[src/rtl/mem_bus_arbiter.sv]
// Fixed-priority arbiter for the shared system memory bus: grants one requester,
// times the access with a wait-state counter and pulses done to the winner.
module mem_bus_arbiter #(
  parameter  int NUM_REQ = 3,
  parameter  int WAIT_W  = 4,
  localparam int IDX_W   = (NUM_REQ > 1) ? $clog2(NUM_REQ) : 1
) (
  input  logic               clk,
  input  logic               reset,
  input  logic [NUM_REQ-1:0] req,
  input  logic [NUM_REQ-1:0] lock,
  input  logic [WAIT_W-1:0]  wait_cycles,
  output logic [NUM_REQ-1:0] gnt,
  output logic [IDX_W-1:0]   gnt_idx,
  output logic               busy,
  output logic               mem_strobe,
  output logic [NUM_REQ-1:0] done
);

  typedef enum logic [1:0] {
    S_IDLE,
    S_START,
    S_WAIT
  } state_t;

  state_t             state_q, state_d;
  logic [NUM_REQ-1:0] gnt_d;
  logic [IDX_W-1:0]   idx_d;
  logic [WAIT_W-1:0]  cnt_q, cnt_d;
  logic [IDX_W-1:0]   arb_idx;
  logic               access_end;

  // Lowest set index wins; index 0 has the highest priority.
  function automatic logic [IDX_W-1:0] lowest_idx(input logic [NUM_REQ-1:0] r);
    lowest_idx = '0;
    for (int i = NUM_REQ - 1; i >= 0; i--) begin
      if (r[i]) lowest_idx = IDX_W'(i);
    end
  endfunction

  assign arb_idx = lowest_idx(req);

  // NOTE: sequential state uses non-blocking assignments so every register
  // samples its pre-edge value, independent of statement order.
  always_ff @(posedge clk) begin
    if (reset) begin
      state_q <= S_IDLE;
      gnt     <= '0;
      gnt_idx <= '0;
      cnt_q   <= '0;
    end else begin
      state_q <= state_d;
      gnt     <= gnt_d;
      gnt_idx <= idx_d;
      cnt_q   <= cnt_d;
    end
  end

  // NOTE: every signal gets a default before the case so no path leaves one
  // unassigned, which would otherwise infer a latch.
  always_comb begin
    state_d    = state_q;
    gnt_d      = gnt;
    idx_d      = gnt_idx;
    cnt_d      = cnt_q;
    access_end = 1'b0;

    unique case (state_q)
      S_IDLE: begin
        if (|req) begin
          gnt_d   = NUM_REQ'(1) << arb_idx;
          idx_d   = arb_idx;
          state_d = S_START;
        end
      end
      S_START: begin
        if (wait_cycles == '0) begin
          access_end = 1'b1;
        end else begin
          cnt_d   = wait_cycles - WAIT_W'(1);
          state_d = S_WAIT;
        end
      end
      S_WAIT: begin
        if (cnt_q == '0) access_end = 1'b1;
        else             cnt_d      = cnt_q - WAIT_W'(1);
      end
      default: state_d = S_IDLE;
    endcase

    // Completion: a locked burst keeps the bus, otherwise re-arbitrate with
    // no idle bubble, or release the bus when nobody is asking.
    if (access_end) begin
      if (lock[gnt_idx] && req[gnt_idx]) begin
        state_d = S_START;
      end else if (|req) begin
        gnt_d   = NUM_REQ'(1) << arb_idx;
        idx_d   = arb_idx;
        state_d = S_START;
      end else begin
        gnt_d   = '0;
        idx_d   = '0;
        state_d = S_IDLE;
      end
    end
  end

  assign busy       = (state_q != S_IDLE);
  assign mem_strobe = (state_q == S_START) || (state_q == S_WAIT);
  assign done       = access_end ? gnt : '0;

endmodule

[config.mk]
export PLATFORM = sky130hd
export DESIGN_NAME = mem_bus_arbiter
export DESIGN_NICKNAME = d
export VERILOG_FILES = /design/src/rtl/mem_bus_arbiter.sv
export SDC_FILE = /design/constraint.sdc
export NUM_CORES = 1
export LEC_CHECK = 0
export ABC_AREA = 1
export BUFFER_PORTS_ARGS = -buffer_cell sky130_fd_sc_hd__buf_2
export CAP_MARGIN = 25
export CORE_MARGIN = 2
export CORE_UTILIZATION = 56
export CTS_BUF_LIST = sky130_fd_sc_hd__clkbuf_8
export DETAILED_ROUTE_END_ITERATION = 7
export GPL_ROUTABILITY_DRIVEN = 1
export PLACE_DENSITY = 0.86
export REMOVE_ABC_BUFFERS = 1
export SLEW_MARGIN = 20
export SYNTH_ARGS = -nofsm -noshare
export SYNTH_HDL_FRONTEND = slang
export SYNTH_SLANG_ARGS = --single-unit
[constraint.sdc]
create_clock -name clk -period 2.6 [get_ports clk]
set_clock_uncertainty 0.2 [all_clocks]
set_input_delay 0.52 -clock clk [delete_from_list [all_inputs] [get_ports clk]]
set_output_delay 0.52 -clock clk [all_outputs]
set_load 0.02 [all_outputs]
======== Word level (Yosys, flattened, before mapping) ========
Index checks and enable logic that the tools add are counted.
Widths: inputs -> output; s select.
operators by class
  $mul .................................... 0
  reductions and logical operators ........ 10
  bitwise operators ....................... 0
  div/mod/pow operators ................... 0
  mux-type cells .......................... 30
  $add $sub $neg .......................... 2
  equality and inequality tests ........... 7
  $lt $le $gt $ge ......................... 1
  shift-type cells ........................ 1
operator list
  operator             number
  $mux 2               11
  $mux 3               6
  $logic_not 4->1      2
  $mux 4               2
  $pmux 4 s2           1
  $sub 4x1->4 const B  2
  $mux 1               6
  $ne 2x2->1 const B   3
  $ne 3x3->1 const B   2
  $pmux 2 s3           1
  $reduce_and 3->1     2
  $bmux 1 s2           2
  $reduce_bool 2->1    2
  $lt 2x3->1 const B   1
  $reduce_or 3->1      1
  $shl 1x2->3 const A  1
  $eq 2x1->1 const B   1
  $eq 2x2->1 const B   1
  $logic_not 2->1      1
  $pmux 1 s2           1
  $logic_and 1x1->1    1
  $logic_or 1x1->1     1
storage, ports and cells
  bits in registers ....................... 11
  output and inout bits ................... 10
  ROM bits ................................ 0
  bits in latches ......................... 0
  bits in writable memories ............... 0
  memories ................................ 0
  word-level logic and storage cells ...... 55

======== Longest topological paths before layout ========
Gate-level depths: netlist (run 1).
  depth in word-level cells ............... 8
  depth in mapped cells ................... 11
  gate-level depth less buffers ........... 11

======== Worst setup path before layout (run 1) ========
OpenSTA, ideal clock, no wires.
  path type ............................... register to output
  start point ............................. register state_q[0]
  end point ............................... output done[0]
  required time ........................... 1880 ps
  arrival ................................. 1380 ps
  path slack .............................. 500 ps
  stages on the path, launching flop included .. 9
  cell sequence ........................... dfxtp_1 > inv_1 > ha_1 > inv_2 > nor2_2 > nand3_2 > nand2_4 > nand2_2 > nor2_1
on the way
  word-level cells in the longest chain between the ends .. 3
  elaborated cells on any way between the ends .. 4
RTL lines
  item                                      RTL line  RTL
  start, declared                           26        state_t state_q, state_d;
  start signal, assigned                    52        state_q <= state_d;
  $eq 2x2->1 or $eq 2x1->1 (tied branches)  68        unique case (state_q)
  $pmux 1 s2 *                              68
  $mux 3 *                                  110       assign done = access_end ? gnt : '0;
  end, declared                             17        output logic [NUM_REQ-1:0] done
Every way passes the cells marked *; elsewhere a longest branch is shown, timed or not.

======== Worst setup path after layout (run 1) ========
  start point ............................. register state_q[0]
  end point ............................... output done[2]
The elaborated chain is that of the path after synthesis.

==> run summary, run 1 <==
DRT met1 WL - 729 um
DP Wirelength - 1250 um
Port bufs - 21
Worst EP required - 1880 ps
CTS tree - done
Synth Cell Area - 747 um2
# fillers - 119
Period utilization - 0.936
Ys flop type - dfxtp_1
WL/cell - 10.5 um
Total GRT Usage - 0.231
Clock Power Share - 0.164
Crit Path Category - flip-flop to output port
Max_cap viols - 0
Net Sw Frac - 0.478
Clk Latency, worst-skew pair - 240 ps
Largest cells by area after synthesis - dfxtp_1 (29%), nand2_1 (11%), nor2_1 (11%)
Total vias in the final route - 767
Cell count after synthesis - 114
Status - finished, final reports clean
Top routing layer used - met4
Largest stage delay, worst path - 340 ps
Htree depth - 1
Antenna-violating nets left - 0
Post-route cell area - 918 um2
Synthesis-to-finish area growth - 22.9%
Layout cells sized above 1 - 0.259
Total Nets Final - 157
WP data arrival - 1710 ps
First-pass GRT wire length - 2460 um
Count of cell types in the netlist - 23
Synth top cells by count - nand2_1 (21), nor2_1 (21), inv_1 (16), dfxtp_1 (11), nand3_1 (10)
Num rows - 13
Initial Util - 0.589
Ports - 22
Reg-to-Reg Start - state_q[1]
Hold path start - cnt_q[2]
Core area - 1270 um2
Total grt overflow - 0
Sequential share of power - 0.251
Die Area - 1640 um2
Final setup margin - 165 ps
TritonCTS Sinks - 11
Die Ht - 40.5 um
Peak Freq - 411 MHz
Worst slew pin tran - 432 ps
Met3 wire length - 80 um
Fin cells - 154
DR WL met2 - 762 um
Sw power - 0.489 mW
Total clock buffers created by CTS - 3
Pre-CTS WS - 401 ps
Vias in the first global route - 628
Post-Route WL - 1610 um
Final Hold Fails - 0
Final setup fails - 0
Synth top area share - 0.295
RSZ-0062 raised after global routing - no
CP startpoint kind - flip-flop
EDFF count, synth - 0
Clock root cell - clkbuf_8
DR pass1 iterations - 4
Worst setup path start - state_q[0]
Starting DRC count in detailed routing - 6
Max FO, Critical Path - 7
Area post-placement - 871 um2
Yosys Warn Count - 0
Synthesis-stage register bit count - 11
# DRC - 0
Vias/cell - 4.98
Hold buffers post-CTS - 0
CP Cell Sequence - inv_1 > ha_2 > inv_2 > nor2_2 > nand3_2 > nand2_4 > nand2_2 > nor2_1 > buf_2
Pint - 0.534 mW
Slew Limit Headroom - 0.711
Pwr per Cell Area - 1110 nW/um2
HP Class - flip-flop to flip-flop
Largest net degree at the start of global routing - 9
Syn Area/Cell - 6.55 um2
Final slew viol count - 0
Asr flop ratio synth - 0
Leak Pwr - 0.456 nW
Crit. End Element - output port
Fin Setup TNS - 0 ps
Placer Congestion - 0.777
Area leader, netlist - dfxtp_1
Worst VDD drop - 623 uV
Logic pwr share - 0.585
# diodes - 0
Max Buffers Root-to-Sink - 2
Final worst path period need - 2430 ps
Die X-Extent - 40.5 um
Reg clk slew, reported paths - 50 ps
Antenna violations before repair - 0
Slowest-stage cell, CP - dfxtp_1
Placed cell count - 150
Sequential share of the synthesized area - 0.295
cell families (layout without fill, tap and decap cells):
logic type               Yosys count  count (layout)  synth area share
buffers and inverters             20              45             0.102
AND/OR/NAND/NOR                   57              57             0.347
XOR/XNOR                           1               1            0.0117
flip-flops                        11              11             0.295
adder cells (fa/ha/maj)            5               5            0.0838
AO/OA/AOI/OAI                     20              20             0.161
registers in the layout, indices dropped and copies added (netlist names):
register	cells
state_q	2
gnt_idx	2
cnt_q	4
gnt	3
layout by cell type, fill, tap and decap left out:
cell type / synthesis / routed
nand3_2: 1 / 1
nand2_1: 21 / 21
clkinv_1: 1 / 1
inv_1: 16 / 17
ha_1: 5 / 4
o21ai_0: 5 / 5
nor2_2: 1 / 1
nand3_4: 1 / 1
a21oi_2: 2 / 2
a21oi_1: 4 / 4
dfxtp_1: 11 / 11
clkbuf_8: 0 / 3
o21ai_2: 1 / 1
buf_2: 0 / 21
ha_2: 0 / 1
inv_2: 2 / 2
nor2_1: 21 / 21
xnor2_1: 1 / 1
o22ai_1: 4 / 4
clkinv_2: 1 / 1
o211ai_1: 1 / 1
nand2_4: 1 / 1
nand2_2: 1 / 1
a31oi_1: 1 / 1
o21ai_1: 2 / 2
nand3_1: 10 / 10
critical path: cells and delay by family, from the launching register on:
family                   cells  cell delay (ps)
adder cells (fa/ha/maj)      1              240
flip-flops                   1              340
buffers and inverters        3              340
AND/OR/NAND/NOR              5              560
power groups by stage:
stage / clock [mW] / combinational (mW) / sequential [mW]
3_5_place_dp: 0 / 0.590 / 0.259
5_1_grt: 0.177 / 0.676 / 0.264
4_1_cts: 0.170 / 0.598 / 0.257
3_3_place_gp: 0 / 0.577 / 0.258
6_report: 0.168 / 0.598 / 0.256
2_1_floorplan: 0 / 0.447 / 0.274
routing by layer:
layer  global-route usage  up-vias
met5                    0        -
met4                0.150        0
met2                0.381       20
li1                     -      416
met1                0.273      326
met3               0.0333        5
through the flow:
step           utilization  total power, mW  hold slack, ps
2_1_floorplan            -            0.721             243
3_3_place_gp         0.686            0.836             268
3_5_place_dp         0.686            0.849             273
4_1_cts              0.722             1.02             277
5_1_grt              0.724             1.12             288
6_report             0.724             1.02             273
cell type report:
cell class | instances | area, um2 | area share
clock inverter | 1 | 3.75 | 0.00409
inverter | 20 | 76.3 | 0.0831
multi-input combinational | 83 | 453 | 0.493
sequential | 11 | 220 | 0.240
tap | 15 | 18.8 | 0.0204
clock buffer | 3 | 41.3 | 0.0450
timing repair buffer | 21 | 105 | 0.114
repair_timing:
action                                  in CTS  in global routing
gates resized for setup                      0                  1
buffers inserted                             0                  0
endpoints found under the setup margin       0                  1
path summary, 6_finish.rpt:
kind / end / slack (ps) / cells past startpoint
hold / removal: cnt_q[2] / 270 / 2
setup / recovery: done[2] / 170 / 9
setup reg to reg: gnt_idx[0] / 770 / 7
hold reg to reg: cnt_q[2] / 270 / 2
Power figures use the tool's default switching activity.
==> run 2: changes to the inputs <==
Settings changed: CORE_UTILIZATION 56 to 47, PLACE_DENSITY 0.86 to 0.77.
Clock period 2.6 ns to 2.1 ns, I/O delays scaled along.
==> run 2 against run 1 <==
Effect of this change:
- sequential share of layout area is 1.6 points lower
- combinational power is 40% higher
- via count is 6.6% higher
- wire length is 10% higher
- final cell count is 3.9% higher
- register-to-register slack worse by 480 ps
- sequential cell count stayed put
- critical endpoint is now done[0]
==> run summary, run 2 (synthesized netlist as in run 1, its figures left out) <==
Largest net degree at the start of global routing - 9 (unchanged)
Total vias in the final route - 818 (was 767)
Leak Pwr - 0.493 nW (was 0.456 nW)
Total GRT Usage - 0.197 (was 0.231)
Worst EP required - 1480 ps (was 1880 ps)
Slew Limit Headroom - 0.712 (was 0.711)
Pre-CTS WS - 132 ps (was 401 ps)
Most common cell after layout, fill and taps aside - nand2_1
Flip-flop count of the largest register after layout - 4 (unchanged)
Period utilization - 0.980
CTS tree - done (unchanged)
DR pass1 iterations - 4 (unchanged)
Total Nets Final - 162 (was 157)
Placer Congestion - 0.835 (was 0.777)
Total grt overflow - 0 (unchanged)
WL/cell - 11.1 um (was 10.5 um)
Final setup margin - 43.0 ps (was 165 ps)
TritonCTS Sinks - 11 (unchanged)
Final Hold Fails - 0 (unchanged)
Crit. End Element - output port (unchanged)
Worst VDD drop - 685 uV (was 623 uV)
Vias/cell - 5.11 (was 4.98)
Layout cells sized above 1 - 0.333 (was 0.259)
WP data arrival - 1440 ps (was 1710 ps)
Peak Freq - 486 MHz
Final worst path period need - 2060 ps
Clk Latency, worst-skew pair - 230 ps (was 240 ps)
Post-Route WL - 1770 um (was 1610 um)
Fin Setup TNS - 0 ps (unchanged)
Reg with most FFs - cnt_q (unchanged)
RSZ-0062 raised after global routing - no (unchanged)
CP startpoint kind - flip-flop (unchanged)
Total clock buffers created by CTS - 3 (unchanged)
Htree depth - 1 (unchanged)
Final setup fails - 0 (unchanged)
Die Ht - 43.9 um (was 40.5 um)
Starting DRC count in detailed routing - 11 (was 6)
Max_cap viols - 0 (unchanged)
Max FO, Critical Path - 5 (was 7)
HP Class - input pin to flip-flop (was flip-flop to flip-flop)
Clock root cell - clkbuf_8 (unchanged)
Die X-Extent - 43.9 um (was 40.5 um)
Max Buffers Root-to-Sink - 2 (unchanged)
Vias in the first global route - 745 (was 628)
Ports - 22 (unchanged)
Pwr per Cell Area - 1380 nW/um2 (was 1110 nW/um2)
Final slew viol count - 0 (unchanged)
Num rows - 14 (was 13)
Port bufs - 21 (unchanged)
Reg clk slew, reported paths - 50 ps (about the same)
Core area - 1510 um2 (was 1270 um2)
Antenna violations before repair - 0 (unchanged)
Antenna-violating nets left - 0 (unchanged)
# fillers - 133 (was 119)
Hold buffers post-CTS - 0 (unchanged)
Fin cells - 160 (was 154)
Top flop regs - cnt_q x4, gnt x3 (unchanged)
First-pass GRT wire length - 2860 um (was 2460 um)
Status - finished, final reports clean (unchanged)
# diodes - 0 (unchanged)
Most frequent cells in the layout - nand2_1 (21), nor2_1 (19), buf_2 (18) (was nand2_1 (21), nor2_1 (21), buf_2 (21))
Initial Util - 0.496 (was 0.589)
Die Area - 1920 um2 (was 1640 um2)
Placed cell count - 153 (was 150)
Synthesis-to-finish area growth - 33.5% (was 22.9%)
Worst slew pin tran - 430 ps (was 432 ps)
DP Wirelength - 1330 um (was 1250 um)
Crit Path Category - flip-flop to output port (unchanged)
# DRC - 0 (unchanged)
[run 2: cell count changes in the layout (fill, tap and decap cells not counted), sizes merged]
cell / change
buf: +5
[run 2: timing repair]
item,in CTS,in global routing
endpoints found under the setup margin,3,3
buffers inserted,1,2
resized for setup,9,5
pin swaps,1,3
[run 2: stage by stage]
stage	instance area (um2)	hold slack (ps)	utilization	power, mW
after global placement	887	267	0.589	1.07
after global routing	997	174	0.662	1.50
after floorplan	747	243	-	0.892
after CTS	971	168	0.645	1.36
final	997	169	0.662	1.37
after detailed placement	887	276	0.589	1.09
[run 2: worst paths after layout]
| check | endpoint | slack [ps] | from | cells past startpoint |
|---|---|---|---|---|
| worst min register to register | cnt_q[2] | 280 | cnt_q[2] | 2 |
| worst max-delay path | done[0] | 40 | state_q[0] | 9 |
| worst min-delay path | state_q[0] | 170 | reset | 2 |
| worst max register to register | gnt[1] | 290 | state_q[0] | 7 |
[run 2: metal layers]
layer  wire length, um  track usage  vias to the layer above
met3                83       0.0417                        6
li1                  -            -                      426
met1               716        0.205                      361
met2               950        0.374                       25
met5                 0            0                        -
met4                23       0.0848                        0
[run 2: critical path, stage by stage (launching register included)]
cell	delay [ps]
dfxtp_2	340
inv_2	80
ha_4	130
inv_2	50
nor2_4	80
nand3_2	100
nand2_4	90
nand2_4	70
nor2_1	110
buf_4	150
[run 2: area by class of cell]
| cell class | count | area, um2 | share of cell area |
|---|---|---|---|
| sequential | 11 | 223 | 0.223 |
| clock inverter | 1 | 3.75 | 0.00376 |
| clock buffer | 3 | 41.3 | 0.0414 |
| inverter | 20 | 76.3 | 0.0765 |
| tap | 16 | 20.0 | 0.0201 |
| multi-input combinational | 83 | 483 | 0.484 |
| timing repair buffer | 26 | 150 | 0.151 |
[run 2: power by group]
group | internal [mW] | switching [mW]
sequential | 0.282 | 0.0497
clock | 0.128 | 0.0763
combinational | 0.311 | 0.527
